`config.mk`:
```
export PLATFORM = sky130hd
export DESIGN_NAME = issue_queue_flat
export DESIGN_NICKNAME = d
export VERILOG_FILES = /design/src/rtl/typedef_pkg.sv /design/src/rtl/issue_queue_if.sv /design/src/rtl/issue_queue_rs_select.sv /design/src/rtl/issue_queue.sv /design/src/flat_wrapper.sv
export SDC_FILE = /design/constraint.sdc
export NUM_CORES = 1
export LEC_CHECK = 0
export CORE_MARGIN = 2
export CORE_UTILIZATION = 56
export CTS_CLUSTER_DIAMETER = 30
export DETAILED_ROUTE_END_ITERATION = 12
export GPL_ROUTABILITY_DRIVEN = 0
export HOLD_SLACK_MARGIN = 0.12
export PLACE_DENSITY = 0.85
export SYNTH_ARGS = -nofsm -noshare
export SYNTH_HDL_FRONTEND = slang
export SYNTH_SLANG_ARGS = --single-unit
```
`constraint.sdc`:
```
create_clock -name clk -period 9.31 [get_ports clk]
set_input_delay 1.862 -clock clk [delete_from_list [all_inputs] [get_ports clk]]
set_output_delay 1.862 -clock clk [all_outputs]
set_load 0.01 [all_outputs]
```
`src/rtl/typedef_pkg.sv`:
```
// typedef_pkg: types and constants shared by the out-of-order backend blocks.
package typedef_pkg;
  localparam int RS_DEPTH = 8;
  localparam int TAG_W = 6;
  typedef struct packed {
    logic [5:0]       op;
    logic [TAG_W-1:0] rd;
    logic [15:0]      imm;
  } RS_ENTRY_t;
endpackage

```
`src/rtl/issue_queue_if.sv`:
```
// issue_queue_if: dispatch, wakeup and issue signals between the rename stage and one issue queue.
interface issue_queue_if import typedef_pkg::*; #(
  parameter int DEPTH = RS_DEPTH,
  parameter int PHY_WIDTH = 6
);
  logic                   flush;
  logic                   dispatch_valid;
  RS_ENTRY_t              dispatch_entry;
  logic [PHY_WIDTH-1:0]   dispatch_rs1_tag;
  logic [PHY_WIDTH-1:0]   dispatch_rs2_tag;
  logic                   dispatch_rs1_ready;
  logic                   dispatch_rs2_ready;
  logic                   dispatch_ready;
  logic                   wb0_valid;
  logic                   wb1_valid;
  logic [PHY_WIDTH-1:0]   wb0_tag;
  logic [PHY_WIDTH-1:0]   wb1_tag;
  logic                   issue_stall;
  logic                   issue_valid;
  RS_ENTRY_t              issue_instruction;
  logic [$clog2(DEPTH):0] rs_count;
  modport slave (
    input  flush, dispatch_valid, dispatch_entry, dispatch_rs1_tag, dispatch_rs2_tag,
           dispatch_rs1_ready, dispatch_rs2_ready, wb0_valid, wb1_valid, wb0_tag, wb1_tag,
           issue_stall,
    output dispatch_ready, issue_valid, issue_instruction, rs_count
  );
  modport master (
    output flush, dispatch_valid, dispatch_entry, dispatch_rs1_tag, dispatch_rs2_tag,
           dispatch_rs1_ready, dispatch_rs2_ready, wb0_valid, wb1_valid, wb0_tag, wb1_tag,
           issue_stall,
    input  dispatch_ready, issue_valid, issue_instruction, rs_count
  );
endinterface

```
`src/rtl/issue_queue_rs_select.sv`:
```
// rs_select: lowest-index-ready priority encoder for the collapsing issue queue.
module rs_select #(
  parameter int DEPTH = 8
) (
  input  logic [DEPTH-1:0]         req_i,
  output logic [$clog2(DEPTH)-1:0] idx_o,
  output logic                     found_o
);
  localparam int SW = $clog2(DEPTH);
  always_comb begin
    idx_o = '0;
    found_o = 1'b0;
    for (int i = DEPTH - 1; i >= 0; i--) begin
      if (req_i[i]) begin
        idx_o = SW'(i);
        found_o = 1'b1;
      end
    end
  end
endmodule

```
`src/rtl/issue_queue.sv`:
```
// issue_queue: collapsing reservation station; oldest-ready issue with two-port tag wakeup.
module issue_queue import typedef_pkg::*; #(
  parameter int DEPTH = RS_DEPTH,
  parameter int PHY_WIDTH = 6
) (
  input logic         clk,
  input logic         rst,
  issue_queue_if.slave io
);
  localparam int SW = $clog2(DEPTH);
  localparam int CW = SW + 1;
  typedef logic [PHY_WIDTH-1:0] tag_t;
  RS_ENTRY_t        entry_q [DEPTH];
  RS_ENTRY_t        entry_d [DEPTH];
  tag_t             t1_q [DEPTH];
  tag_t             t1_d [DEPTH];
  tag_t             t2_q [DEPTH];
  tag_t             t2_d [DEPTH];
  logic [DEPTH-1:0] r1_q, r1_d, r2_q, r2_d, v_q, v_d, r1_w, r2_w, sel_req, sh;
  logic [CW-1:0]    cnt_q, cnt_d, wpos;
  logic             iv_q;
  RS_ENTRY_t        ii_q;
  logic [SW-1:0]    sel_idx;
  logic             found, do_issue, accept;

  function automatic logic hit(input tag_t t);
    return (io.wb0_valid && io.wb0_tag == t) || (io.wb1_valid && io.wb1_tag == t);
  endfunction

  // Selection sees registered ready bits only; wakeups land in the next state.
  always_comb begin
    r1_w = '0;
    r2_w = '0;
    sel_req = '0;
    for (int i = 0; i < DEPTH; i++) begin
      r1_w[i] = r1_q[i] | hit(t1_q[i]);
      r2_w[i] = r2_q[i] | hit(t2_q[i]);
      sel_req[i] = v_q[i] & r1_q[i] & r2_q[i];
    end
  end

  rs_select #(.DEPTH(DEPTH)) u_sel (.req_i(sel_req), .idx_o(sel_idx), .found_o(found));

  assign do_issue = found && !io.issue_stall;
  assign accept = io.dispatch_valid && io.dispatch_ready;
  assign wpos = cnt_q - CW'(do_issue);
  assign cnt_d = cnt_q + CW'(accept) - CW'(do_issue);

  // Entries at or above the issued slot slide down one; the top slot becomes empty.
  always_comb begin
    sh = '0;
    for (int i = 0; i < DEPTH; i++) sh[i] = do_issue && (i >= int'(sel_idx));
    for (int i = 0; i < DEPTH; i++) begin
      entry_d[i] = sh[i] ? entry_q[(i + 1) % DEPTH] : entry_q[i];
      t1_d[i] = sh[i] ? t1_q[(i + 1) % DEPTH] : t1_q[i];
      t2_d[i] = sh[i] ? t2_q[(i + 1) % DEPTH] : t2_q[i];
      r1_d[i] = sh[i] ? r1_w[(i + 1) % DEPTH] : r1_w[i];
      r2_d[i] = sh[i] ? r2_w[(i + 1) % DEPTH] : r2_w[i];
      v_d[i] = sh[i] ? (i < DEPTH - 1) && v_q[(i + 1) % DEPTH] : v_q[i];
    end
    if (accept) begin
      entry_d[wpos[SW-1:0]] = io.dispatch_entry;
      t1_d[wpos[SW-1:0]] = io.dispatch_rs1_tag;
      t2_d[wpos[SW-1:0]] = io.dispatch_rs2_tag;
      r1_d[wpos[SW-1:0]] = io.dispatch_rs1_ready | hit(io.dispatch_rs1_tag);
      r2_d[wpos[SW-1:0]] = io.dispatch_rs2_ready | hit(io.dispatch_rs2_tag);
      v_d[wpos[SW-1:0]] = 1'b1;
    end
  end

  always_ff @(posedge clk) begin
    if (rst) begin
      v_q <= '0;
      r1_q <= '0;
      r2_q <= '0;
      cnt_q <= '0;
      iv_q <= 1'b0;
      ii_q <= '0;
    end else if (io.flush) begin
      v_q <= '0;
      cnt_q <= '0;
      iv_q <= 1'b0;
    end else begin
      entry_q <= entry_d;
      t1_q <= t1_d;
      t2_q <= t2_d;
      r1_q <= r1_d;
      r2_q <= r2_d;
      v_q <= v_d;
      cnt_q <= cnt_d;
      iv_q <= do_issue;
      if (do_issue) ii_q <= entry_q[sel_idx];
    end
  end

  assign io.dispatch_ready = cnt_q < CW'(DEPTH);
  assign io.rs_count = cnt_q;
  assign io.issue_valid = iv_q;
  assign io.issue_instruction = ii_q;
endmodule

```
`src/flat_wrapper.sv`:
```
// flat-port wrapper written by rule: the top's interface ports become plain ports
module issue_queue_flat import typedef_pkg::*;
#(
  parameter int DEPTH = RS_DEPTH,
  parameter int PHY_WIDTH = 6
)
  (clk, rst, io_flush, io_dispatch_valid, io_dispatch_entry, io_dispatch_rs1_tag, io_dispatch_rs2_tag, io_dispatch_rs1_ready, io_dispatch_rs2_ready, io_wb0_valid, io_wb1_valid, io_wb0_tag, io_wb1_tag, io_issue_stall, io_dispatch_ready, io_issue_valid, io_issue_instruction, io_rs_count);
  issue_queue_if #(.DEPTH(DEPTH), .PHY_WIDTH(PHY_WIDTH)) io_i ();
  input logic clk;
  input logic rst;
  input wire logic [$bits(io_i.flush)-1:0] io_flush;
  input wire logic [$bits(io_i.dispatch_valid)-1:0] io_dispatch_valid;
  input wire logic [$bits(io_i.dispatch_entry)-1:0] io_dispatch_entry;
  input wire logic [$bits(io_i.dispatch_rs1_tag)-1:0] io_dispatch_rs1_tag;
  input wire logic [$bits(io_i.dispatch_rs2_tag)-1:0] io_dispatch_rs2_tag;
  input wire logic [$bits(io_i.dispatch_rs1_ready)-1:0] io_dispatch_rs1_ready;
  input wire logic [$bits(io_i.dispatch_rs2_ready)-1:0] io_dispatch_rs2_ready;
  input wire logic [$bits(io_i.wb0_valid)-1:0] io_wb0_valid;
  input wire logic [$bits(io_i.wb1_valid)-1:0] io_wb1_valid;
  input wire logic [$bits(io_i.wb0_tag)-1:0] io_wb0_tag;
  input wire logic [$bits(io_i.wb1_tag)-1:0] io_wb1_tag;
  input wire logic [$bits(io_i.issue_stall)-1:0] io_issue_stall;
  output wire logic [$bits(io_i.dispatch_ready)-1:0] io_dispatch_ready;
  output wire logic [$bits(io_i.issue_valid)-1:0] io_issue_valid;
  output wire logic [$bits(io_i.issue_instruction)-1:0] io_issue_instruction;
  output wire logic [$bits(io_i.rs_count)-1:0] io_rs_count;
  assign io_i.flush = io_flush;
  assign io_i.dispatch_valid = io_dispatch_valid;
  assign io_i.dispatch_entry = io_dispatch_entry;
  assign io_i.dispatch_rs1_tag = io_dispatch_rs1_tag;
  assign io_i.dispatch_rs2_tag = io_dispatch_rs2_tag;
  assign io_i.dispatch_rs1_ready = io_dispatch_rs1_ready;
  assign io_i.dispatch_rs2_ready = io_dispatch_rs2_ready;
  assign io_i.wb0_valid = io_wb0_valid;
  assign io_i.wb1_valid = io_wb1_valid;
  assign io_i.wb0_tag = io_wb0_tag;
  assign io_i.wb1_tag = io_wb1_tag;
  assign io_i.issue_stall = io_issue_stall;
  assign io_dispatch_ready = io_i.dispatch_ready;
  assign io_issue_valid = io_i.issue_valid;
  assign io_issue_instruction = io_i.issue_instruction;
  assign io_rs_count = io_i.rs_count;
  issue_queue #(.DEPTH(DEPTH), .PHY_WIDTH(PHY_WIDTH)) u_core (.clk(clk), .rst(rst), .io(io_i));
endmodule
```
==> results of run 1 <==
per-stage QoR:
stage | power [mW] | setup slack [ps] | hold WS (ps) | utilization [%] | area (sq um)
after floorplan | 2.25 | 30.9 | 471 | - | 23500
after global placement | 2.32 | 3490 | 493 | 58.7 | 24400
after detailed placement | 2.35 | 3300 | 509 | 58.7 | 24400
after CTS | 5.53 | 3900 | 516 | 66.0 | 27500
after global routing | 5.66 | 3570 | 555 | 66.1 | 27500
final | 5.54 | 3800 | 522 | 66.1 | 27500
state kept, by name, indices dropped and copies added, names as in the netlist:
name                         flops
u_core.r1_q                      8
u_core.io.rs_count               4
u_core.entry_q                 224
u_core.t1_q                     48
u_core.io.issue_instruction     28
u_core.v_q                       8
u_core.r2_q                      8
u_core.t2_q                     48
u_core.io.issue_valid            1
worst max-delay path by stage:
stage,from,to,slack (ps),cells past startpoint
floorplan,io_flush,u_core.r1_q[3],30,6
global placement,rst,u_core.entry_q[154],3490,6
detailed placement,io_issue_stall,u_core.entry_q[182],3300,8
CTS,io_issue_stall,u_core.entry_q[176],3900,8
global route,io_issue_stall,u_core.entry_q[180],3570,8
finish,rst,u_core.t1_q[47],3800,6
final cells by class:
cell class,instances,area (sq um),area share (%)
well taps,539,674,2.45
flip-flops and latches,377,10800,39.1
multi-input cells,1684,11800,42.8
repair buffers,127,1200,4.36
clock buffers,107,2360,8.57
inverters,11,48.8,0.177
diodes,2,5.00,0.0182
clock inverters,56,713,2.59
logic make-up (layout without fill, tap and decap cells):
family / after synthesis / in the layout / share of synthesized area (%)
compound gates: 501 / 501 / 13.7
xor+xnor: 221 / 221 / 8.24
fa+ha+maj: 6 / 6 / 0.352
buf+inv: 233 / 301 / 4.73
flops: 377 / 377 / 45.8
mux: 390 / 390 / 16.8
other cells: 0 / 2 / 0
simple gates: 566 / 566 / 10.4
layout by cell type (no fill, tap or decap), types with 4 or more instances in the layout:
master	netlist	final
a21oi_1	120	120
a221oi_2	25	25
a22oi_1	10	10
a32o_1	28	28
and2_1	7	6
and3_1	9	5
and3_2	1	5
buf_4	15	32
bufinv_16	0	14
clkbuf_1	97	14
clkbuf_16	0	91
clkdlybuf4s50_1	0	94
clkinv_1	1	7
clkinv_2	0	21
clkinvlp_4	0	7
dfxtp_1	57	57
edfxtp_1	320	320
ha_1	5	5
inv_1	10	9
mux2_2	34	34
mux2i_1	355	355
nand2_1	340	339
nand3_1	10	9
nand4_1	33	33
nor2_1	98	96
nor2_4	2	4
nor3_1	16	15
nor4_1	33	33
o21ai_0	213	213
o21ai_1	32	32
o221ai_1	30	30
o22ai_1	4	4
o32ai_1	6	6
or3_1	4	4
xnor2_1	107	107
xor2_1	114	114
routing by layer:
layer / routed length (um) / vias up
met4: 4310 / 2
met5: 13 / -
met2: 33700 / 1673
li1: - / 8394
met1: 26400 / 9533
met3: 8340 / 394
power by group through the flow:
stage	Sequential, mW	Clock [mW]	Combinational [mW]
2_1_floorplan	2.00	0	0.243
3_3_place_gp	2.00	0	0.321
3_5_place_dp	2.01	0	0.337
4_1_cts	1.98	3.21	0.345
5_1_grt	1.99	3.30	0.378
6_report	1.99	3.20	0.355
critical path: stages:
cell             delay [ps]
clkdlybuf4s50_1         710
clkinv_1                130
buf_4                   510
nand2_1                 620
inv_8                   820
buf_12                  730
==> run_results.csv, run 1 <==
group,metric,value,unit
layout,instances_no_fill,2903,
global_routing,grtUsageMet1,40.2,%
clock_tree,htree_levels,3,
global_routing,grt_max_degree,205,
route,drt-wirelength-per-cell,25.1,um
synth,synth.avg_cell_area,10.2,sq um
die,initial_core_util,56.3,%
sta,min_period_over_period,59.1,%
placed_design,portBuffers,94,
synth,synth_edf_count,320,
die,row_count,75,
clock_tree,clk_latency,630,ps
route,via_count,20000,
pwr,seqPwrFrac,35.8,%
critical_path,ff2ff_path_depth,9,
critical_path,r2r-end,"u_core.entry_q[183]",
sta,fin_crit,5510,ps
global_routing,grt_use_met2,51.6,%
critical_path,cp-start-kind,"input pin",
global_routing,grt_usage,32.4,%
layout,drive_gt1_share,11.4,%
pwr,swShare,23.5,%
global_routing,grt_pass1_wl,111000,um
pwr,pwr-share-comb,6.4,%
synth,ys_ff_latch,377,
clock_tree,ctsHoldBuffers,0,
min_path,worstHoldStart,"u_core.v_q[7]",
pwr,ir_drop,0.000169,V
critical_path,ff2ff_setup_slack,5040,ps
synth,synth_top_area_share,40.9,%
layout,syn_to_final_growth,17.2,%
route,post-route-drc-count,0,
global_routing,grtUsageMet3,6.64,%
sta,max_freq,182,MHz
clock_tree,cts_resized,0,
layout,fillers,2870,
clock_tree,post_cts_buffers,0,
min_path,hold_path_class,"flip-flop to flip-flop",
route,drt_first_pass_iters,8,
die,io_pins,95,
synth,netlist_instances,2294,
global_routing,busiest_layer,"met2",
clock_tree,cts_buffers,87,
synth,syn-num-nets,2361,
critical_path,reg2reg_from,"u_core.r2_q[6]",
sta,worst_pin_slew,1240,ps
pwr,p_leak,9.40,nW
sta,setup_violations,0,
synth,ys_types,66,
outcome,status,"complete, no violations",
global_routing,grt_pass1_vias,20300,
clock_tree,clk_pin_slew,50,ps
critical_path,end_kind,"flip-flop",
min_path,min_path_cells,2,
job,drv_cap,0,
sta,hold_violations,0,
route,antenna_left,0,
clock_tree,cts_tree,"yes",
pwr,clkPwrFrac,57.8,%
sta,clock_skew,43.4,ps
synth,async_flop_share,0,%
synth,syn_area,0.0235,sq mm
route,via_per_inst,6.89,
die,die-area,0.0436,sq mm
synth,ys.flop_type,"edfxtp_1",
layout,final_nets,2355,
critical_path,cp.required,9530,ps
min_path,min_to,"u_core.v_q[7]",
clock_tree,cts.sinks,377,
pwr,power.switching,1.31,mW
synth,synth.top_cells.by_count,"355 x mux2i_1, 340 x nand2_1, 320 x edfxtp_1",
synth,ys_seq_area_share,45.8,%
synth,post-synth-top-count-cell,"mux2i_1",
critical_path,cp.arrival,5720,ps
sta,rsz0062_at_grt,"false",
critical_path,crit_fanout,204,
sta,slew_violations,0,
synth,yosys_warnings,0,
die,core_area,0.0417,sq mm
placed_design,placed_cells,2738,
clock_tree,clk_path_buf_depth,3,
pwr,internal_power,4.24,mW
pwr,power_density,201,mW/mm^2
die,die_x,209,um
die,die_h,209,um
placed_design,place_hpwl,37900,um
synth,synth_area_leader_cell,"edfxtp_1",
sta,relSlewSlack,17.1,%
global_routing,antenna_found_initial,3,
sta,fin_setup_tns,0,ps
critical_path,critPathKind,"input pin to flip-flop",
synth,synth_area_leaders,"edfxtp_1 41%, mux2i_1 15%, nand2_1 5.4%, dfxtp_1 4.9%, o21ai_0 4.5%",
global_routing,gr-total-overflow,0,
clock_tree,ctsRootBufferMaster,"clkbuf_16",
route,drt-initial-drc-count,3146,
route,wirelength,72700,um
Power figures use the tool's default switching activity.
==> run 2: changes to the inputs <==
- clock period: 9.31 -> 4.5 ns (I/O delays scaled with it)
==> run_results.csv, run 2 (same netlist as run 1, synthesis figures left out) <==
group,metric,value,unit
placed_design,place_ws,659,ps
layout,regArea,0.0108,sq mm
sta,worst_pin_slew,1300,ps
sta,fin_setup_tns,0,ps
die,row_count,75,
critical_path,crit_fanout,46,
clock_tree,clk_latency,640,ps
route,drt_first_pass_iters,6,
clock_tree,clk_pin_slew,50,ps
layout,syn_to_final_growth,20.2,%
clock_tree,htree_levels,3,
die,io_pins,95,
layout,largest_reg_flops,224,
placed_design,place_hpwl,40500,um
clock_tree,cts.sinks,377,
clock_tree,clk_path_buf_depth,3,
global_routing,grt_usage,32.8,%
sta,fin_crit,3720,ps
layout,regMostFlops,"u_core.entry_q",
die,die-area,0.0436,sq mm
pwr,ir_drop,0.000414,V
layout,multiInputGateArea,0.0118,sq mm
critical_path,cpPeakStageDelay,600,ps
pwr,power_density,432,mW/mm^2
clock_tree,cts_buffers,92,
clock_tree,ctsRootBufferMaster,"clkbuf_16",
route,antenna_left,0,
route,via_count,20000,
sta,relSlewSlack,13.5,%
critical_path,ff2ff_setup_slack,780,ps
min_path,hold_path_class,"flip-flop to flip-flop",
sta,max_freq,269,MHz
global_routing,antenna_found_initial,4,
critical_path,path_cells,"nand3_1 -> and2_1 -> a41oi_4 -> ha_1 -> ha_1 -> xor2_1 -> nand3_4 -> buf_12 -> nor2_1 -> a21oi_1",
clock_tree,post_cts_buffers,0,
sta,slew_violations,0,
route,wirelength,73300,um
sta,rsz0062_at_grt,"false",
sta,min_period_over_period,82.7,%
sta,setup_ws,777,ps
die,initial_core_util,56.3,%
critical_path,cp.required,4870,ps
layout,final_common_cell,"mux2i_1",
critical_path,cp.arrival,4100,ps
clock_tree,cts_resized,0,
layout,final_nets,2386,
critical_path,crit_top_cell,"ha_1",
pwr,p_leak,9.73,nW
die,core_area,0.0417,sq mm
pwr,total_power,12.2,mW
critical_path,critPathKind,"flip-flop to flip-flop",
critical_path,cpMaxStageDelayCell,"nand3_4",
layout,fillers,2810,
global_routing,grt_max_degree,136,
sta,setup_violations,0,
job,drv_cap,0,
global_routing,grt_pass1_wl,112000,um
global_routing,grt_pass1_vias,20000,
route,drt-initial-drc-count,2837,
layout,final_util,67.7,%
clock_tree,ctsHoldBuffers,0,
sta,whs,568,ps
placed_design,portBuffers,94,
critical_path,cp-start-kind,"flip-flop",
layout,top_regs,"u_core.entry_q: 224 flops, u_core.t1_q: 48 flops, u_core.t2_q: 48 flops",
critical_path,end_kind,"flip-flop",
clock_tree,cts_tree,"yes",
route,post-route-drc-count,0,
sta,clock_skew,45.0,ps
layout,most-common-layout-cells,"355 x mux2i_1, 338 x nand2_1, 320 x edfxtp_1",
die,die_h,209,um
route,drt-wirelength-per-cell,24.9,um
layout,drive_gt1_share,12.8,%
die,die_x,209,um
outcome,status,"complete, no violations",
global_routing,gr-total-overflow,0,
sta,hold_violations,0,
route,via_per_inst,6.80,
==> run 2: changes by cell type in the layout (fill, tap and decap cells not counted), sizes merged <==
cell and delta:
clkbuf +3, buf +26, clkinvlp -2, bufinv +5
inv +5, diode -1, clkinv -2
==> run 2: cell type report <==
type,count,share of cell area (%)
multi-input combinational,1684,41.8
sequential,377,38.1
tap,539,2.39
antenna,1,0.00887
timing repair buffer,153,5.44
clock buffer,110,8.80
inverter,11,0.191
clock inverter,62,3.31
==> run 2: critical path, delay by kind of cell, from the launching register on <==
family	cells	cell delay [ps]
and+or+nand+nor	4	1390
DFF	1	470
xor gates and xnor gates	1	470
buffers and inverters	1	420
AOI/OAI and AO/OA	2	280
adders and majority gates	2	410
==> run 2: routing by layer <==
layer | global-route usage, % | vias up | routed length, um
met5 | 0 | - | 24
met4 | 21.0 | 6 | 4290
met3 | 7.26 | 404 | 8580
met2 | 51.6 | 1565 | 33500
met1 | 41.2 | 9520 | 26800
li1 | - | 8482 | -
==> run 2: metrics by stage <==
stage               instances  cell area (sq um)
finish                   2937              28200
global placement         2764              24800
detailed placement       2764              24800
CTS                      2936              28200
floorplan                2294              23500
global route             2937              28200
==> run 2: final timing paths <==
path,cells after the start,endpoint,from
hold reg to reg,2,u_core.r2_q[6],u_core.r2_q[6]
setup reg to reg,10,u_core.entry_q[17],u_core.r2_q[2]
hold / removal,2,u_core.r2_q[6],u_core.r2_q[6]
setup / recovery,10,u_core.entry_q[17],u_core.r2_q[2]
==> run 2: power by group <==
| group | internal, mW | switching, mW | total [mW] |
|---|---|---|---|
| clock network | 5.05 | 2.29 | 7.33 |
| registers | 3.96 | 0.143 | 4.11 |
| logic | 0.294 | 0.456 | 0.750 |
